===== src/rtl/dmem_arb_pkg.sv =====
// Shared types and constants for the data-memory port arbiter.
package dmem_arb_pkg;

    // Width of the starvation/wait counters
    localparam int unsigned STARVE_W = 4;

    // Default bound on consecutive blocked cycles before a forced handover
    localparam int unsigned STARVE_MAX_DEF = 4;

    // Memory owner; also the arbiter state encoding
    typedef enum logic [0:0] {
        OWN_CPU = 1'b0,
        OWN_DMA = 1'b1
    } owner_e;

endpackage


===== src/rtl/dmem_starve_counter.sv =====
// Saturating blocked-cycle counter with clear priority and a bound flag.
// sat_o counts the current cycle: it is high when the count including this
// cycle's increment has reached MAX, so a handover can happen in the same
// cycle the bound is hit.
module dmem_starve_counter
    import dmem_arb_pkg::*;
#(
    parameter int unsigned W   = STARVE_W,
    parameter int unsigned MAX = STARVE_MAX_DEF
) (
    input  logic clk,
    input  logic rst,
    input  logic inc_i,
    input  logic clr_i,
    output logic sat_o
);

    localparam logic [W-1:0] MAX_V = W'(MAX);
    localparam logic [W-1:0] PRE_V = W'(MAX - 1);

    logic [W-1:0] cnt_q;
    logic [W-1:0] cnt_d;

    // Next count: clear wins, otherwise increment until saturated
    always_comb begin
        cnt_d = cnt_q;
        if (clr_i) begin
            cnt_d = '0;
        end else if (inc_i && (cnt_q != MAX_V)) begin
            cnt_d = cnt_q + W'(1);
        end
    end

    // Count register
    always_ff @(posedge clk or negedge rst) begin
        if (!rst) begin
            cnt_q <= '0;
        end else begin
            cnt_q <= cnt_d;
        end
    end

    assign sat_o = (cnt_q == MAX_V) || (inc_i && (cnt_q == PRE_V));

endmodule


===== src/rtl/dmem_port_arbiter.sv =====
// Arbitrates the single-port data memory between the CPU memory stage and a
// DMA/debug loader, with bounded starvation in both directions.
module dmem_port_arbiter
    import dmem_arb_pkg::*;
#(
    parameter int unsigned AW         = 32,
    parameter int unsigned DW         = 32,
    parameter int unsigned STARVE_MAX = STARVE_MAX_DEF
) (
    input  logic          clk,
    input  logic          rst,
    input  logic          cpu_req,
    input  logic          cpu_we,
    input  logic [AW-1:0] cpu_addr,
    input  logic [DW-1:0] cpu_wdata,
    output logic [DW-1:0] cpu_rdata,
    output logic          cpu_stall,
    input  logic          dma_req,
    input  logic          dma_we,
    input  logic [AW-1:0] dma_addr,
    input  logic [DW-1:0] dma_wdata,
    input  logic          dma_last,
    output logic          dma_gnt,
    output logic [DW-1:0] dma_rdata,
    output logic          dma_rvalid,
    output logic [AW-1:0] mem_a,
    output logic [DW-1:0] mem_wd,
    output logic          mem_we,
    input  logic [DW-1:0] mem_rd
);

    owner_e        owner_q;
    owner_e        owner_d;
    logic          rvalid_q;
    logic          rvalid_d;
    logic [DW-1:0] rdata_q;
    logic [DW-1:0] rdata_d;

    logic          starve_inc;
    logic          starve_clr;
    logic          starve_sat;
    logic          wait_inc;
    logic          wait_clr;
    logic          wait_sat;
    logic          we_c;
    logic          rd_beat_c;

    // DMA blocked-by-CPU counter
    dmem_starve_counter #(
        .W   (STARVE_W),
        .MAX (STARVE_MAX)
    ) u_starve_cnt (
        .clk   (clk),
        .rst   (rst),
        .inc_i (starve_inc),
        .clr_i (starve_clr),
        .sat_o (starve_sat)
    );

    // CPU stalled-by-DMA counter
    dmem_starve_counter #(
        .W   (STARVE_W),
        .MAX (STARVE_MAX)
    ) u_wait_cnt (
        .clk   (clk),
        .rst   (rst),
        .inc_i (wait_inc),
        .clr_i (wait_clr),
        .sat_o (wait_sat)
    );

    // Owner next-state, memory routing and counter control
    always_comb begin
        owner_d    = owner_q;
        mem_a      = cpu_addr;
        mem_wd     = cpu_wdata;
        we_c       = cpu_req & cpu_we;
        cpu_stall  = 1'b0;
        dma_gnt    = 1'b0;
        starve_inc = 1'b0;
        starve_clr = 1'b1;
        wait_inc   = 1'b0;
        wait_clr   = 1'b1;
        rd_beat_c  = 1'b0;
        case (owner_q)
            OWN_CPU: begin
                starve_inc = dma_req & cpu_req;
                starve_clr = ~dma_req;
                if (dma_req && (!cpu_req || starve_sat)) begin
                    owner_d    = OWN_DMA;
                    starve_clr = 1'b1;
                end
            end
            OWN_DMA: begin
                mem_a     = dma_addr;
                mem_wd    = dma_wdata;
                we_c      = dma_req & dma_we;
                dma_gnt   = 1'b1;
                cpu_stall = cpu_req;
                wait_inc  = cpu_req;
                wait_clr  = ~cpu_req;
                rd_beat_c = dma_req & ~dma_we;
                if ((dma_req && dma_last) || !dma_req || (cpu_req && wait_sat)) begin
                    owner_d  = OWN_CPU;
                    wait_clr = 1'b1;
                end
            end
            default: begin
                owner_d = OWN_CPU;
            end
        endcase
    end

    // Capture DMA read data on accepted read beats, otherwise hold
    always_comb begin
        rvalid_d = rd_beat_c;
        rdata_d  = rdata_q;
        if (rd_beat_c) begin
            rdata_d = mem_rd;
        end
    end

    // Owner and DMA read-return registers
    always_ff @(posedge clk or negedge rst) begin
        if (!rst) begin
            owner_q  <= OWN_CPU;
            rvalid_q <= 1'b0;
            rdata_q  <= '0;
        end else begin
            owner_q  <= owner_d;
            rvalid_q <= rvalid_d;
            rdata_q  <= rdata_d;
        end
    end

    // Reset suppresses any write immediately, including mid-burst
    assign mem_we     = rst & we_c;
    assign cpu_rdata  = mem_rd;
    assign dma_rvalid = rvalid_q;
    assign dma_rdata  = rdata_q;

endmodule


===== config.mk =====
export PLATFORM = sky130hd
export DESIGN_NAME = dmem_port_arbiter
export DESIGN_NICKNAME = d
export VERILOG_FILES = /design/src/rtl/dmem_arb_pkg.sv /design/src/rtl/dmem_starve_counter.sv /design/src/rtl/dmem_port_arbiter.sv
export SDC_FILE = /design/constraint.sdc
export NUM_CORES = 1
export LEC_CHECK = 0
export BUFFER_PORTS_ARGS = -buffer_cell sky130_fd_sc_hd__buf_4
export CAP_MARGIN = 25
export CORE_AREA = 2 2 115 117
export CTS_CLUSTER_SIZE = 25
export DETAILED_ROUTE_END_ITERATION = 10
export DIE_AREA = 0 0 117 119
export PLACE_DENSITY = 0.57
export SLEW_MARGIN = 20
export SYNTH_ARGS = -nofsm -noshare
export SYNTH_HDL_FRONTEND = slang
export SYNTH_SLANG_ARGS = --single-unit
export TNS_END_PERCENT = 100

===== constraint.sdc =====
create_clock -name clk -period 2.2 [get_ports clk]
set_clock_uncertainty 0.2 [all_clocks]
set_input_delay 0 -clock clk [delete_from_list [all_inputs] [get_ports clk]]
set_output_delay 0 -clock clk [all_outputs]
set_load 0.01 [all_outputs]

Word-level counts from Yosys, hierarchy flattened

Index checks and enable logic that the tools add are counted.

Flip-flop bits (word level): 42
Bits in latches: 0
Bits in writable memories: 0
Bits in read-only memories: 0
Input port bits: 167
Output and inout port bits: 132
Logic and storage cells: 56
Memories: 0

Add/subtract/negate cells: 2
Multiply operators: 0
Div/mod/pow operators: 0
Magnitude comparators: 0
Equal/unequal tests: 6
Shift-type cells: 0
Mux-type cells: 18
Bitwise gates (word level): 9
Reduce and logical (&&, ||, !) cells: 16

Operators with widths:

| kind                  | number |
|---|---|
| $mux W32              | 2 |
| $mux W4               | 4 |
| $mux W1               | 11 |
| $add A4 B1 Y4 const B | 2 |
| $eq A4 B2 Y1 const B  | 2 |
| $eq A4 B3 Y1 const B  | 2 |
| $ne A4 B3 Y1 const B  | 2 |
| $logic_and A1 B1 Y1   | 7 |
| $and A1 B1 Y1         | 5 |
| $logic_or A1 B1 Y1    | 5 |
| $not A1 Y1            | 4 |
| $reduce_bool A2 Y1    | 2 |
| $logic_not A1 Y1      | 2 |
| $pmux W1 S2           | 1 |

Longest topological paths before layout

Depth in word-level cells: 9
Mapped depth: 5
Depth with buffers taken out: 5

Cells and area by module

A second synthesis with hierarchy kept.

Cell total of the unflattened synthesis: 241
Area, all modules: 2955.3 µm²

Modules (own cells, without submodules):

| module              | times used | cells each | area each (µm²) | seq. area each (µm²) |
|---|---|---|---|---|
| dmem_port_arbiter   | 1          | 187        | 2454.9          | 850.8 |
| dmem_starve_counter | 2          | 27         | 250.2           | 100.1 |

Worst setup path before layout

Ideal clock, no wire load.

Kind: register -> register
Start point: register u_wait_cnt.cnt_q[0]
End point: register u_wait_cnt.cnt_q[2]
Library setup time: 0.072 ns
Data arrival time: 1.380 ns
Required time: 1.928 ns
Path slack: 0.548 ns
Cell stages (with the launch flop): 6
Buffers on the path: 0
Period minus slack after synthesis: 1.652 ns
Path through: dfrtp_1 -> inv_1 -> ha_1 -> and3b_1 -> or4_4 -> nor2_1

Word-level cells in the longest chain between the ends: 8
Elaborated cells between the ends (all ways): 14
Those cells by class: add/sub (1); eq/ne (3); mux (4); reduce/logical (6)

Ends and longest elaborated chain:

| item                                                 | line                      | source |
|---|---|---|
| start: declaration                                   | dmem_starve_counter.sv:21 | `logic [W-1:0] cnt_q;` |
| start signal: assignment                             | dmem_starve_counter.sv:39 | `cnt_q <= cnt_d;` |
| $eq A4 B2 Y1                                         | dmem_starve_counter.sv:43 | `assign sat_o = (cnt_q == MAX_V) \|\| (inc_i && (cnt_q == PRE_V));` |
| $logic_and A1 B1 Y1                                  | dmem_starve_counter.sv:43 |  |
| $logic_or A1 B1 Y1                                   | dmem_starve_counter.sv:43 |  |
| $logic_and A1 B1 Y1                                  | dmem_port_arbiter.sv:103  | `if ((dma_req && dma_last) \|\| !dma_req \|\| (cpu_req && wait_sat)) begin` |
| $logic_or A1 B1 Y1                                   | dmem_port_arbiter.sv:103  |  |
| $mux W1                                              | dmem_port_arbiter.sv:103  |  |
| $mux W1                                              | dmem_port_arbiter.sv:85   | `case (owner_q)` |
| $mux W4 / $reduce_bool A2 Y1 (equally long branches) | n/a                       |  |

Several ways; a longest one is shown, not always the timed one. The select of a mux whose other input is x is not followed.
A chain may end at the register's enable or synchronous reset.

Worst setup path after layout

Start point: register owner_q
End point: register u_starve_cnt.cnt_q[3]

Word-level cells in the longest chain between the ends: 8
Elaborated cells between the ends (all ways): 10
Those cells by class: mux (4); reduce/logical (6)

Ends and longest elaborated chain:

| item                                                 | line                      | source |
|---|---|---|
| start: declaration                                   | dmem_port_arbiter.sv:32   | `owner_e owner_q;` |
| start signal: assignment                             | dmem_port_arbiter.sv:130  | `owner_q <= owner_d;` |
| $mux W1                                              | dmem_port_arbiter.sv:85   |  |
| $logic_and A1 B1 Y1                                  | dmem_starve_counter.sv:43 |  |
| $logic_or A1 B1 Y1                                   | dmem_starve_counter.sv:43 |  |
| $logic_or A1 B1 Y1                                   | dmem_port_arbiter.sv:89   | `if (dma_req && (!cpu_req \|\| starve_sat)) begin` |
| $logic_and A1 B1 Y1                                  | dmem_port_arbiter.sv:89   |  |
| $mux W1                                              | dmem_port_arbiter.sv:89   |  |
| $mux W1                                              | dmem_port_arbiter.sv:85   |  |
| $mux W4 / $reduce_bool A2 Y1 (equally long branches) | n/a                       |  |
| end signal: assignment                               | dmem_starve_counter.sv:39 |  |
| end: declaration                                     | dmem_starve_counter.sv:21 |  |

Several ways; a longest one is shown, not always the timed one.

==> impl_metrics.toml <==
[logic_synthesis]
synth_edf_count = 0
syn-cell-area_um2 = 2724
yosysSeqAreaShare = 0.3859
synth_ff_type = "dfrtp_1"
synthesis.instances = 227
avgSynthCellArea_um2 = 12.00
synth_warnings = 0
async_flop_share = 1.000
syn_nets = 398
yosys_register_bits = 42
synth_cell_types = 23

[detailed_routing]
drcViolationCount = 0
avgViaCountPerCell = 4.017
via_count = 2832
drtAntennaViolNets = 0
post_drt_wl_per_cell_um = 14.31
drtIter0Drc = 58
totalWireLength_um = 10090
first_pass_iters = 4

[setup_path]
cp_num_buf_inv = 2
crit_arrival_ns = 1.87
required_ns = 2.21
slowest_delay_ns = 0.56
cp_slowest_cell = "dlygate4sd3_1"
cp_max_fo = 70
worstSetupPathType = "reg -> reg"
start_kind = "flip-flop"
path_cells = "buf_12 -> nor2b_1 -> nand2_1 -> dlygate4sd3_1 -> nor2_1"
cpLargestDelayFamily = "buffers and inverters"
endpoint_kind = "flip-flop"

[floorplanning]
die_x_um = 117
num_rows = 42
fp.dieArea_um2 = 13920
coreArea_um2 = 12870
initial_utilization = 0.2116
pin_count = 299
die_h_um = 119

[sta]
fin_ws_ns = 0.3373
worst_pin_slew_ns = 0.8362
maxSlewHeadroom = 0.4407
slew_violations = 0
period_needed_ns = 1.863
hold_viol = 0
finalCritPeriodShare = 0.8467
finalSetupTns_ns = 0
timing.fmax_mhz = 536.9
rsz0062_at_grt = "false"
setup_viol = 0

[final_layout]
fin_nets = 700
stdcell_area_um2 = 5459
fillers = 1233
area_growth_pct = 100.4
drive_gt1_frac = 0.7694
antenna_cells = 0
most-common-layout-cells = "buf_4, mux2_2, dfrtp_1"
final_common_cell = "buf_4"
final_cells = 705

[place]
hpwlAfterDp_um = 7895
placed_cells = 661
io_buffers = 298
routabilityCongestion = 0.7158
place_area_um2 = 4920
dp_slack_ns = 0.4572

[clocking]
clock_latency_ns = 0.28
cts_root_buf = "clkbuf_16"
path_clk_slew_ns = 0.06
clk_path_buf_depth = 2
cts_tree = "done"
post_cts_buffers = 0
cts_buffers = 5
htree_levels = 2
cts.sinks = 42
cts_resized = 0

[global_routing]
grt_pass1_vias = 2890
grt_max_degree = 71
track_usage = 0.1343
grt_remaining_overflow = 0
grt_pass1_wl_um = 14610
antenna_found_initial = 0

[power_and_ir_drop]
peakVddDrop_v = 0.0003739
total_power_uw = 3157
p_leak_uw = 0.002704
powerDensity_nw_per_um2 = 578.2

[worst_hold_path]
hold_path.class = "in -> reg"

[outcome]
status = "finished, final reports clean"

[run]
maxCapViolations = 0
[metal layers]
metal / vias to the layer above / share of wire / global-route usage
li1: 1360 / - / -
met1: 1315 / 0.39 / 0.1575
met2: 147 / 0.51 / 0.2449
met3: 10 / 0.089 / 0.03155
met4: 0 / 0.011 / 0.02868
met5: - / 0 / 0
[stage by stage]
step	utilization	hold WS [ns]
finish	0.4240	0.02335
CTS	0.4240	0.02300
detailed placement	0.3821	-0.3020
global route	0.4240	0.04665
floorplan	-	-0.4956
global placement	0.3821	-0.3005
[final cells by class]
type / instances / area [um2] / area share
Timing Repair Buffer: 338 / 2643 / 0.4841
Multi-Input combinational cell: 135 / 1349 / 0.2471
Sequential cell: 42 / 1052 / 0.1928
Tap cell: 176 / 220.2 / 0.04034
Clock buffer: 6 / 138.9 / 0.02544
Clock inverter: 1 / 30.03 / 0.005501
Inverter: 7 / 26.28 / 0.004813
[final timing paths]
| kind | from | end | cells past startpoint | slack, ns |
|---|---|---|---|---|
| worst max-delay path | owner_q | u_starve_cnt.cnt_q[3] | 5 | 0.34 |
| worst min-delay path | dma_we | dma_rvalid | 3 | 0.02 |
| worst max register to register | owner_q | u_starve_cnt.cnt_q[3] | 5 | 0.34 |
| worst min register to register | u_wait_cnt.cnt_q[0] | u_wait_cnt.cnt_q[0] | 1 | 0.28 |
| max in group asynchronous | rst | owner_q | 3 | 0.47 |
| min in group asynchronous | rst | dma_rdata[10] | 3 | 0.10 |
[cell usage after synthesis, types with 2 or more instances]
master,number,area share
mux2_2,96,0.40
mux2i_1,3,0.011
inv_1,7,0.0096
nor2_1,11,0.015
nand2_1,3,0.0041
dfrtp_1,42,0.39
xnor2_1,2,0.0064
nand3_1,3,0.0055
and2_1,2,0.0046
buf_4,35,0.096
ha_1,4,0.018
buf_2,8,0.015
[where the power goes]
part	internal (uW)	switching, uW	total [uW]
sequential	933	83.1	1020
clock	560	276	835
combinational	822	483	1310
[registers in the layout (all words and copies together) (netlist names)]
register	flops
u_wait_cnt.cnt_q	4
u_starve_cnt.cnt_q	4
dma_rvalid	1
dma_rdata	32
owner_q	1
[tightest hold or removal path: stages]
cell and delay (ns):
buf_4 0.10, nor2_4 0.03, buf_4 0.25
[what timing repair did]
| item | 4_1_cts | 5_1_grt |
|---|---|---|
| hold buffers | 37 | 0 |
| endpoints found under the hold margin | 113 | 0 |
| endpoints found under the setup margin | 0 | 0 |
[logic make-up after synthesis]
| family | count (synthesis) | synth area share |
|---|---|---|
| buf+inv | 50 | 0.1208 |
| compound gates | 5 | 0.01378 |
| simple gates | 25 | 0.04686 |
| fa+ha+maj | 4 | 0.01837 |
| flops | 42 | 0.3859 |
| mux | 99 | 0.4079 |
| xor+xnor | 2 | 0.006432 |
Power figures use the tool's default switching activity.
